**config.mk**
```make
export PLATFORM = sky130hd
export DESIGN_NAME = divider_128by64_iter
export DESIGN_NICKNAME = d
export VERILOG_FILES = /design/src/rtl/divider_128by64_iter.sv
export SDC_FILE = /design/constraint.sdc
export NUM_CORES = 1
export LEC_CHECK = 0
export ABC_AREA = 1
export ABC_CLOCK_PERIOD_IN_PS = 2600
export CORE_ASPECT_RATIO = 1.5
export CORE_UTILIZATION = 51
export CTS_CLUSTER_SIZE = 24
export DETAILED_ROUTE_END_ITERATION = 10
export GPL_TIMING_DRIVEN = 0
export PLACE_DENSITY_LB_ADDON = 0.2
export SYNTH_ARGS = -nofsm -noshare
export SYNTH_HDL_FRONTEND = slang
export SYNTH_SLANG_ARGS = --single-unit
```
**constraint.sdc**
```tcl
create_clock -name clk -period 2.6 [get_ports clk]
set_clock_uncertainty 0.1 [all_clocks]
set_input_delay 0.52 -clock clk [delete_from_list [all_inputs] [get_ports clk]]
set_output_delay 0.52 -clock clk [all_outputs]
set_load 0.03 [all_outputs]
```
**src/rtl/divider_128by64_iter.sv**
```systemverilog
// Iterative radix-2 restoring divider: 2*WIDTH-bit dividend by WIDTH-bit divisor,
// one quotient bit per cycle, with divide-by-zero and quotient-overflow detection.
module divider_128by64_iter #(
  parameter int WIDTH = 64
) (
  input  logic                 clk,
  input  logic                 rst,
  input  logic                 start,
  input  logic [2*WIDTH-1:0]   dividend,
  input  logic [WIDTH-1:0]     divisor,
  output logic [WIDTH-1:0]     quot,
  output logic [WIDTH-1:0]     rem,
  output logic                 busy,
  output logic                 rdy,
  output logic                 dbz,
  output logic                 ovf
);

  localparam int CW = (WIDTH > 1) ? $clog2(WIDTH) : 1;

  typedef enum logic [1:0] {
    IDLE = 2'd0,
    CALC = 2'd1,
    DONE = 2'd2
  } state_t;

  state_t             state_r;
  logic [WIDTH-1:0]   p_r;
  logic [WIDTH-1:0]   s_r;
  logic [WIDTH-1:0]   dvsr_r;
  logic [CW-1:0]      cnt_r;
  logic [WIDTH-1:0]   quot_r;
  logic [WIDTH-1:0]   rem_r;
  logic               busy_r;
  logic               rdy_r;
  logic               dbz_r;
  logic               ovf_r;

  logic [WIDTH-1:0]   hi_s;
  logic [WIDTH:0]     t_s;
  logic [WIDTH-1:0]   diff_s;
  logic [WIDTH-1:0]   p_next_s;
  logic               q_bit_s;
  logic [WIDTH-1:0]   s_next_s;
  logic               last_s;

  // One restoring step; the partial remainder stays below the divisor, so W bits hold it
  always_comb begin
    hi_s     = dividend[2*WIDTH-1:WIDTH];
    t_s      = {p_r, s_r[WIDTH-1]};
    diff_s   = t_s[WIDTH-1:0] - dvsr_r;
    p_next_s = t_s[WIDTH-1:0];
    q_bit_s  = 1'b0;
    if (t_s >= {1'b0, dvsr_r}) begin
      p_next_s = diff_s;
      q_bit_s  = 1'b1;
    end else begin
      p_next_s = t_s[WIDTH-1:0];
      q_bit_s  = 1'b0;
    end
    s_next_s = {s_r[WIDTH-2:0], q_bit_s};
    last_s   = (cnt_r == CW'(WIDTH - 1));
  end

  // Control FSM, datapath registers and registered outputs
  always_ff @(posedge clk) begin
    if (!rst) begin
      state_r <= IDLE;
      p_r     <= {WIDTH{1'b0}};
      s_r     <= {WIDTH{1'b0}};
      dvsr_r  <= {WIDTH{1'b0}};
      cnt_r   <= {CW{1'b0}};
      quot_r  <= {WIDTH{1'b0}};
      rem_r   <= {WIDTH{1'b0}};
      busy_r  <= 1'b0;
      rdy_r   <= 1'b0;
      dbz_r   <= 1'b0;
      ovf_r   <= 1'b0;
    end else begin
      case (state_r)
        IDLE, DONE: begin
          rdy_r <= 1'b0;
          if (start) begin
            dvsr_r <= divisor;
            dbz_r  <= 1'b0;
            ovf_r  <= 1'b0;
            cnt_r  <= {CW{1'b0}};
            if (divisor == {WIDTH{1'b0}}) begin
              dbz_r   <= 1'b1;
              quot_r  <= {WIDTH{1'b1}};
              rem_r   <= dividend[WIDTH-1:0];
              rdy_r   <= 1'b1;
              state_r <= DONE;
            end else if (hi_s >= divisor) begin
              ovf_r   <= 1'b1;
              quot_r  <= {WIDTH{1'b1}};
              rem_r   <= {WIDTH{1'b0}};
              rdy_r   <= 1'b1;
              state_r <= DONE;
            end else begin
              p_r     <= hi_s;
              s_r     <= dividend[WIDTH-1:0];
              busy_r  <= 1'b1;
              state_r <= CALC;
            end
          end else begin
            state_r <= IDLE;
          end
        end
        CALC: begin
          p_r   <= p_next_s;
          s_r   <= s_next_s;
          cnt_r <= cnt_r + CW'(1);
          if (last_s) begin
            quot_r  <= s_next_s;
            rem_r   <= p_next_s;
            busy_r  <= 1'b0;
            rdy_r   <= 1'b1;
            state_r <= DONE;
          end else begin
            state_r <= CALC;
          end
        end
        default: begin
          state_r <= IDLE;
          busy_r  <= 1'b0;
          rdy_r   <= 1'b0;
        end
      endcase
    end
  end

  assign quot = quot_r;
  assign rem  = rem_r;
  assign busy = busy_r;
  assign rdy  = rdy_r;
  assign dbz  = dbz_r;
  assign ovf  = ovf_r;

endmodule
```
# ---- Yosys cells after proc, flatten, opt, wreduce, memory -nomap -nowiden
# Cells that the tools add are included.
dict set report op_classes {
  order_cmp 2
  eq_ne 8
  muxes 39
  n_addsub 2
  n_reduce_logical 9
}
# operator n
set ops {}
lappend ops {{$mux W64} 15}
lappend ops {{$pmux W64 S2} 4}
lappend ops {{$ge A65 B64 Y1} 1}
lappend ops {{$ge A64 B64 Y1} 1}
lappend ops {{$logic_not A64 Y1} 1}
lappend ops {{$sub A64 B64 Y64} 1}
lappend ops {{$pmux W6 S2} 1}
lappend ops {{$reduce_and A4 Y1} 3}
lappend ops {{$mux W1} 11}
lappend ops {{$mux W2} 4}
lappend ops {{$ne A2 B2 Y1 const B} 4}
lappend ops {{$add A6 B1 Y6 const B} 1}
lappend ops {{$eq A6 B6 Y1 const B} 1}
lappend ops {{$mux W6} 1}
lappend ops {{$pmux W1 S2} 2}
lappend ops {{$pmux W2 S2} 1}
lappend ops {{$reduce_and A2 Y1} 2}
lappend ops {{$ne A3 B3 Y1 const B} 1}
lappend ops {{$eq A2 B1 Y1 const B} 1}
lappend ops {{$eq A2 B2 Y1 const B} 1}
lappend ops {{$logic_not A2 Y1} 1}
lappend ops {{$reduce_bool A2 Y1} 1}
lappend ops {{$reduce_or A2 Y1} 1}
dict set report totals {
  elab_cells 71
  out_inout_bits 132
  ff_bits 332
  input_bits 195
}

# ---- Longest topological paths before layout
# Gate-level depths: netlist (run 1).
dict set report logic_depth {
  word_depth 5
  mapped_depth 22
  depth_no_buf 20
}

# ---- Worst setup path after synthesis (run 1)
# Ideal clock, no wire load.
dict set report synth_timing {
  kind {input port to flip-flop}
  from {input divisor[45]}
  to {register rem_r[36] (netlist: rem[36])}
  stages 14
  arrival_time_ns 2.259
  n_path_buf 2
  setup_slack_ns 0.130
  setup_time_ns 0.111
  t_required_ns 2.389
  path_cell_list {inv_1 > ha_1 > nand2_1 > nor4_1 > and3b_1 > nand2_1 > nand4_1 > nand2_1 > nand2_2 > inv_2 > buf_2 > buf_6 > nor2_1 > nor2_1}
}
dict set report synth_via {
  elab_chain_cells 4
  word_cells_on_any_way 7
  cone_classes {order compare (1); eq/ne (1); mux (3); reduce/logical (2)}
}
# item line
set synth_rtl {}
lappend synth_rtl {{start: declaration} 10} ;# input logic [WIDTH-1:0] divisor,
lappend synth_rtl {{branches (longest 4 deep; another with $ge A64 B64 Y1)} -}
lappend synth_rtl {{end signal: assignment} 74} ;# rem_r <= {WIDTH{1'b0}};
lappend synth_rtl {{end signal: assignment} 91} ;# rem_r <= dividend[WIDTH-1:0];
lappend synth_rtl {{end signal: assignment} 97} ;# rem_r <= {WIDTH{1'b0}};
lappend synth_rtl {{end: declaration} 33} ;# logic [WIDTH-1:0] rem_r;
# Several ways; the timed one is not identified. The select of a mux whose other input is x is not followed.
# A chain may end at the register's enable or synchronous reset.

# ---- Worst setup path in the final report (run 1)
dict set report layout_timing {
  from {input dividend[125]}
  to {register p_r[8]}
}
dict set report layout_via {
  elab_chain_cells 3
}
# item line
set layout_rtl {}
lappend layout_rtl {{start: declaration} 9} ;# input logic [2*WIDTH-1:0] dividend,
lappend layout_rtl {{$ge A64 B64 Y1} 94} ;# end else if (hi_s >= divisor) begin
lappend layout_rtl {{$ne A2 B2 Y1 (no source line)} -}
lappend layout_rtl {{$reduce_and A4 Y1 (no source line)} -}
lappend layout_rtl {{end signal: assignment} 69} ;# p_r <= {WIDTH{1'b0}};
lappend layout_rtl {{end signal: assignment} 101} ;# p_r <= hi_s;
lappend layout_rtl {{end signal: assignment} 111} ;# p_r <= p_next_s;
lappend layout_rtl {{end: declaration} 28} ;# logic [WIDTH-1:0] p_r;
# Every way passes these cells.

==> results of run 1 <==
## tightest hold or removal path, cell delays in order
cell	delay, ps
dlymetal6s2s_1	150
inv_2	70
a21oi_1	50
## per-layer routing
metal  global-route usage  wire [um]  vias to the layer above
li1                     -          -                    13900
met1                0.452      38500                    13300
met2                0.720      50700                     1569
met3               0.0584       7760                      505
met4                0.418      12600                        4
met5                    0         22                        -
## layout by cell type (no fill, tap or decap), types with 24 or more instances in the layout
cell type,synthesis,routed
a21oi_1,151,125
a21oi_2,1,24
buf_12,1,25
buf_4,18,95
clkbuf_1,98,90
clkbuf_16,0,47
clkdlybuf4s50_1,0,206
dfxtp_1,332,292
dfxtp_2,0,36
dlygate4sd2_1,0,69
dlymetal6s2s_1,0,30
ha_1,129,26
ha_4,0,98
inv_1,667,600
inv_2,33,97
nand2_1,1219,1107
nand2_2,9,100
nand3_1,287,236
nand3_2,53,92
nand3b_1,65,65
nand4_1,160,160
nor2_1,510,408
nor2_2,17,72
nor2_4,4,51
o21ai_0,84,76
o21bai_1,63,62
o31ai_1,63,63
xor2_1,30,30
## kinds of logic after synthesis
family	count (synthesis)
AND/OR/NAND/NOR	2361
flip-flops	332
adder cells (fa/ha/maj)	130
buffers and inverters	906
AO/OA/AOI/OAI	374
XOR/XNOR	31
## power breakdown
group	switching (W)	internal [W]	total, W
clock	0.00234	0.00272	0.00505
combinational	0.00875	0.00513	0.0139
sequential	0.000652	0.00578	0.00644
total	0.0117	0.0136	0.0254
## final cells by class
class | instances | area share
antenna | 7 | 0.000513
buffer | 201 | 0.0439
clock buffer | 49 | 0.0293
clock inverter | 13 | 0.00293
inverter | 703 | 0.0779
multi-input combinational | 2896 | 0.504
sequential | 332 | 0.196
tap | 600 | 0.0220
timing repair buffer | 420 | 0.123
## registers in the layout (all words and copies together) (netlist names)
| register | count |
|---|---|
| busy | 1 |
| rdy | 1 |
| p_r | 64 |
| state_r | 2 |
| dvsr_r | 64 |
| ovf | 1 |
| cnt_r | 6 |
| s_r | 64 |
| quot | 64 |
| dbz | 1 |
| rem | 64 |
## metrics by stage
stage / TNS (ps) / setup slack [ps] / util
after floorplan: 0 / 130 / -
after global placement: -500060 / -1940 / 0.603
after detailed placement: -501850 / -1930 / 0.603
after CTS: -1380 / -92.2 / 0.681
after global routing: -18320 / -194 / 0.714
final: -8340 / -167 / 0.714
## final timing paths
check	cells past startpoint	end	from	slack [ps]
setup / recovery	15	p_r[8]	dividend[125]	-170
hold / removal	3	dvsr_r[16]	divisor[16]	170
setup reg to reg	13	rem[62]	p_r[60]	-160
hold reg to reg	2	quot[52]	quot[52]	360
## timing repair
action	CTS	global route
gates cloned	3	10
endpoints found under the setup margin	327	267
pin swaps	80	103
resized for setup	620	346
setup buffers	54	29
==> run_results.csv, run 1 <==
group,metric,value,unit
critical_path,worstPathRequired,2950,ps
sta,finalWorstSetupSlack,-167,ps
routing,via_per_inst,5.60,
synth,synth_mux_area_frac,0,
die,num_rows,98,
synth,synth_fp_nets,4459,
power_and_ir_drop,peakVddDrop,0.556,mV
synth,synth-simple-area-share,0.418,
synth,synth_compound_area_frac,0.0895,
clocking,clock_path_buffers,3,
critical_path,critical_path_class,"input port to register",
synth,ys_seq_elements,332,
run,cap_violations,0,
power_and_ir_drop,finalPower,0.0254,W
placement,numPortBuffers,325,
synth,synthCells,4134,
finish,seq_area,0.00671,mm2
clocking,cts_sinks,332,
clocking,cts-root-buf,"clkbuf_16",
sta,maxSlewViolCount,0,
sta,relSlewSlack,0.139,
critical_path,path_max_fanout,10,
global_routing,grt.total_usage,0.426,
sta,grt_setup_unrepaired,"yes",
global_routing,grt_pass1_wl,160000,um
placement,hpwlAfterDp,84400,um
synth,ys.flop_type,"dfxtp_1",
synth,syn_area,0.0248,mm2
critical_path,critPathCaptureType,"register",
synth,yosysWarnings,0,
sta,finalCritPeriodShare,1.06,
synth,synth.area.top_cells,"dfxtp_1 (27%), nand2_1 (18%), inv_1 (10%)",
sta,timing.fmax,361,MHz
clocking,cts_tree,"done",
run_status,violations,"setup timing",
clocking,cts_inserted_buffers,36,
die,die_x,182,um
synth,synthTopCellsByCount,"nand2_1 (1219), inv_1 (667), nor2_1 (510)",
sta,finalHoldViolations,0,
sta,fin_hold_ws,168,ps
run_status,status,"finished with violations",
die,dieArea,0.0496,mm2
routing,first_pass_iters,9,
finish,stdcell_area,0.0341,mm2
synth,synth_top_family_by_area,"simple AND/OR/NAND/NOR gates",
routing,vias,29300,
routing,drc,0,
critical_path,arrival,3110,ps
sta,finalWorstPathRequiredPeriod,2770,ps
routing,antenna_violating_nets_post_route,0,
die,core,0.0478,mm2
finish,drive_gt1_frac,0.196,
global_routing,grt_max_degree,14,
routing,routed_wl,110000,um
sta,finalSetupViolations,138,
synth,ys_types,42,
critical_path,crit_path_cell_trace,"clkdlybuf4s15_1 > ha_4 > a21oi_2 > o21ai_1 > a21oi_2 > nand2_2 > a21oi_4 > buf_12 > nand3_4 > nand2_4 > nand3_4 > clkbuf_16 > buf_12 > nor2_2 > nor2_1",
placement,gp_congestion,1.05,
synth,synth.top_cell.area_share,0.268,
die,initial_core_util,0.519,
clocking,cts.reportedPaths.clkPinSlew,60,ps
synth,synth_top_cell_by_area,"dfxtp_1",
finish,layout.cells.non_filler,5221,
routing,wl_per_cell,21.0,um
critical_path,cp-start-kind,"input port",
clocking,hold_buffers,0,
critical_path,cp_slowest_cell,"ha_4",
critical_path,slowest_delay,300,ps
power_and_ir_drop,p_per_area,743,mW/mm2
placement,dp.cells,5059,
sta,tightest_slew,1290,ps
critical_path,worst-path-buf-inv,4,
finish,area_growth,37.5,%
global_routing,antenna_found_initial,10,
finish,multiInputGateArea,0.0172,mm2
worst_hold_path,min_path_type,"input port to register",
die,die_h,272,um
die,io_pins,327,
power_and_ir_drop,leakage,17.5,nW
clocking,insertion_delay,570,ps
synth,avgSynthCellArea,6.00,um2
synth,synthAdderAreaFrac,0.0658,
clocking,htreeDepth,2,
global_routing,overflow,0,
routing,drt_iter0_markers,2847,
finish,layout.filler_cells,4174,
synth,synth_xor_xnor_area_share,0.0109,
synth,async_reset_ff_frac,0,
finish,fin_nets,4915,
global_routing,grt_pass1_vias,28200,
synth,synth_edf_count,0,
synth,seq_area_frac_synth,0.268,
placement,placedInstanceArea,0.0288,mm2
critical_path,path_delay_family,"buffers and inverters",
synth,post-synth-top-count-cell,"nand2_1",
No activity file was read; power rests on OpenSTA's default activity.
==> run 2, diff against run 1 <==
--- a/config.mk
+++ b/config.mk
@@ -7,6 +7,7 @@
 export LEC_CHECK = 0
 export ABC_AREA = 1
 export ABC_CLOCK_PERIOD_IN_PS = 2600
+export CAP_MARGIN = 5
 export CORE_ASPECT_RATIO = 1.5
 export CORE_UTILIZATION = 51
 export CTS_CLUSTER_SIZE = 24
==> results of run 2 <==
Final layout, timing and power as in run 1 (identical DEF).
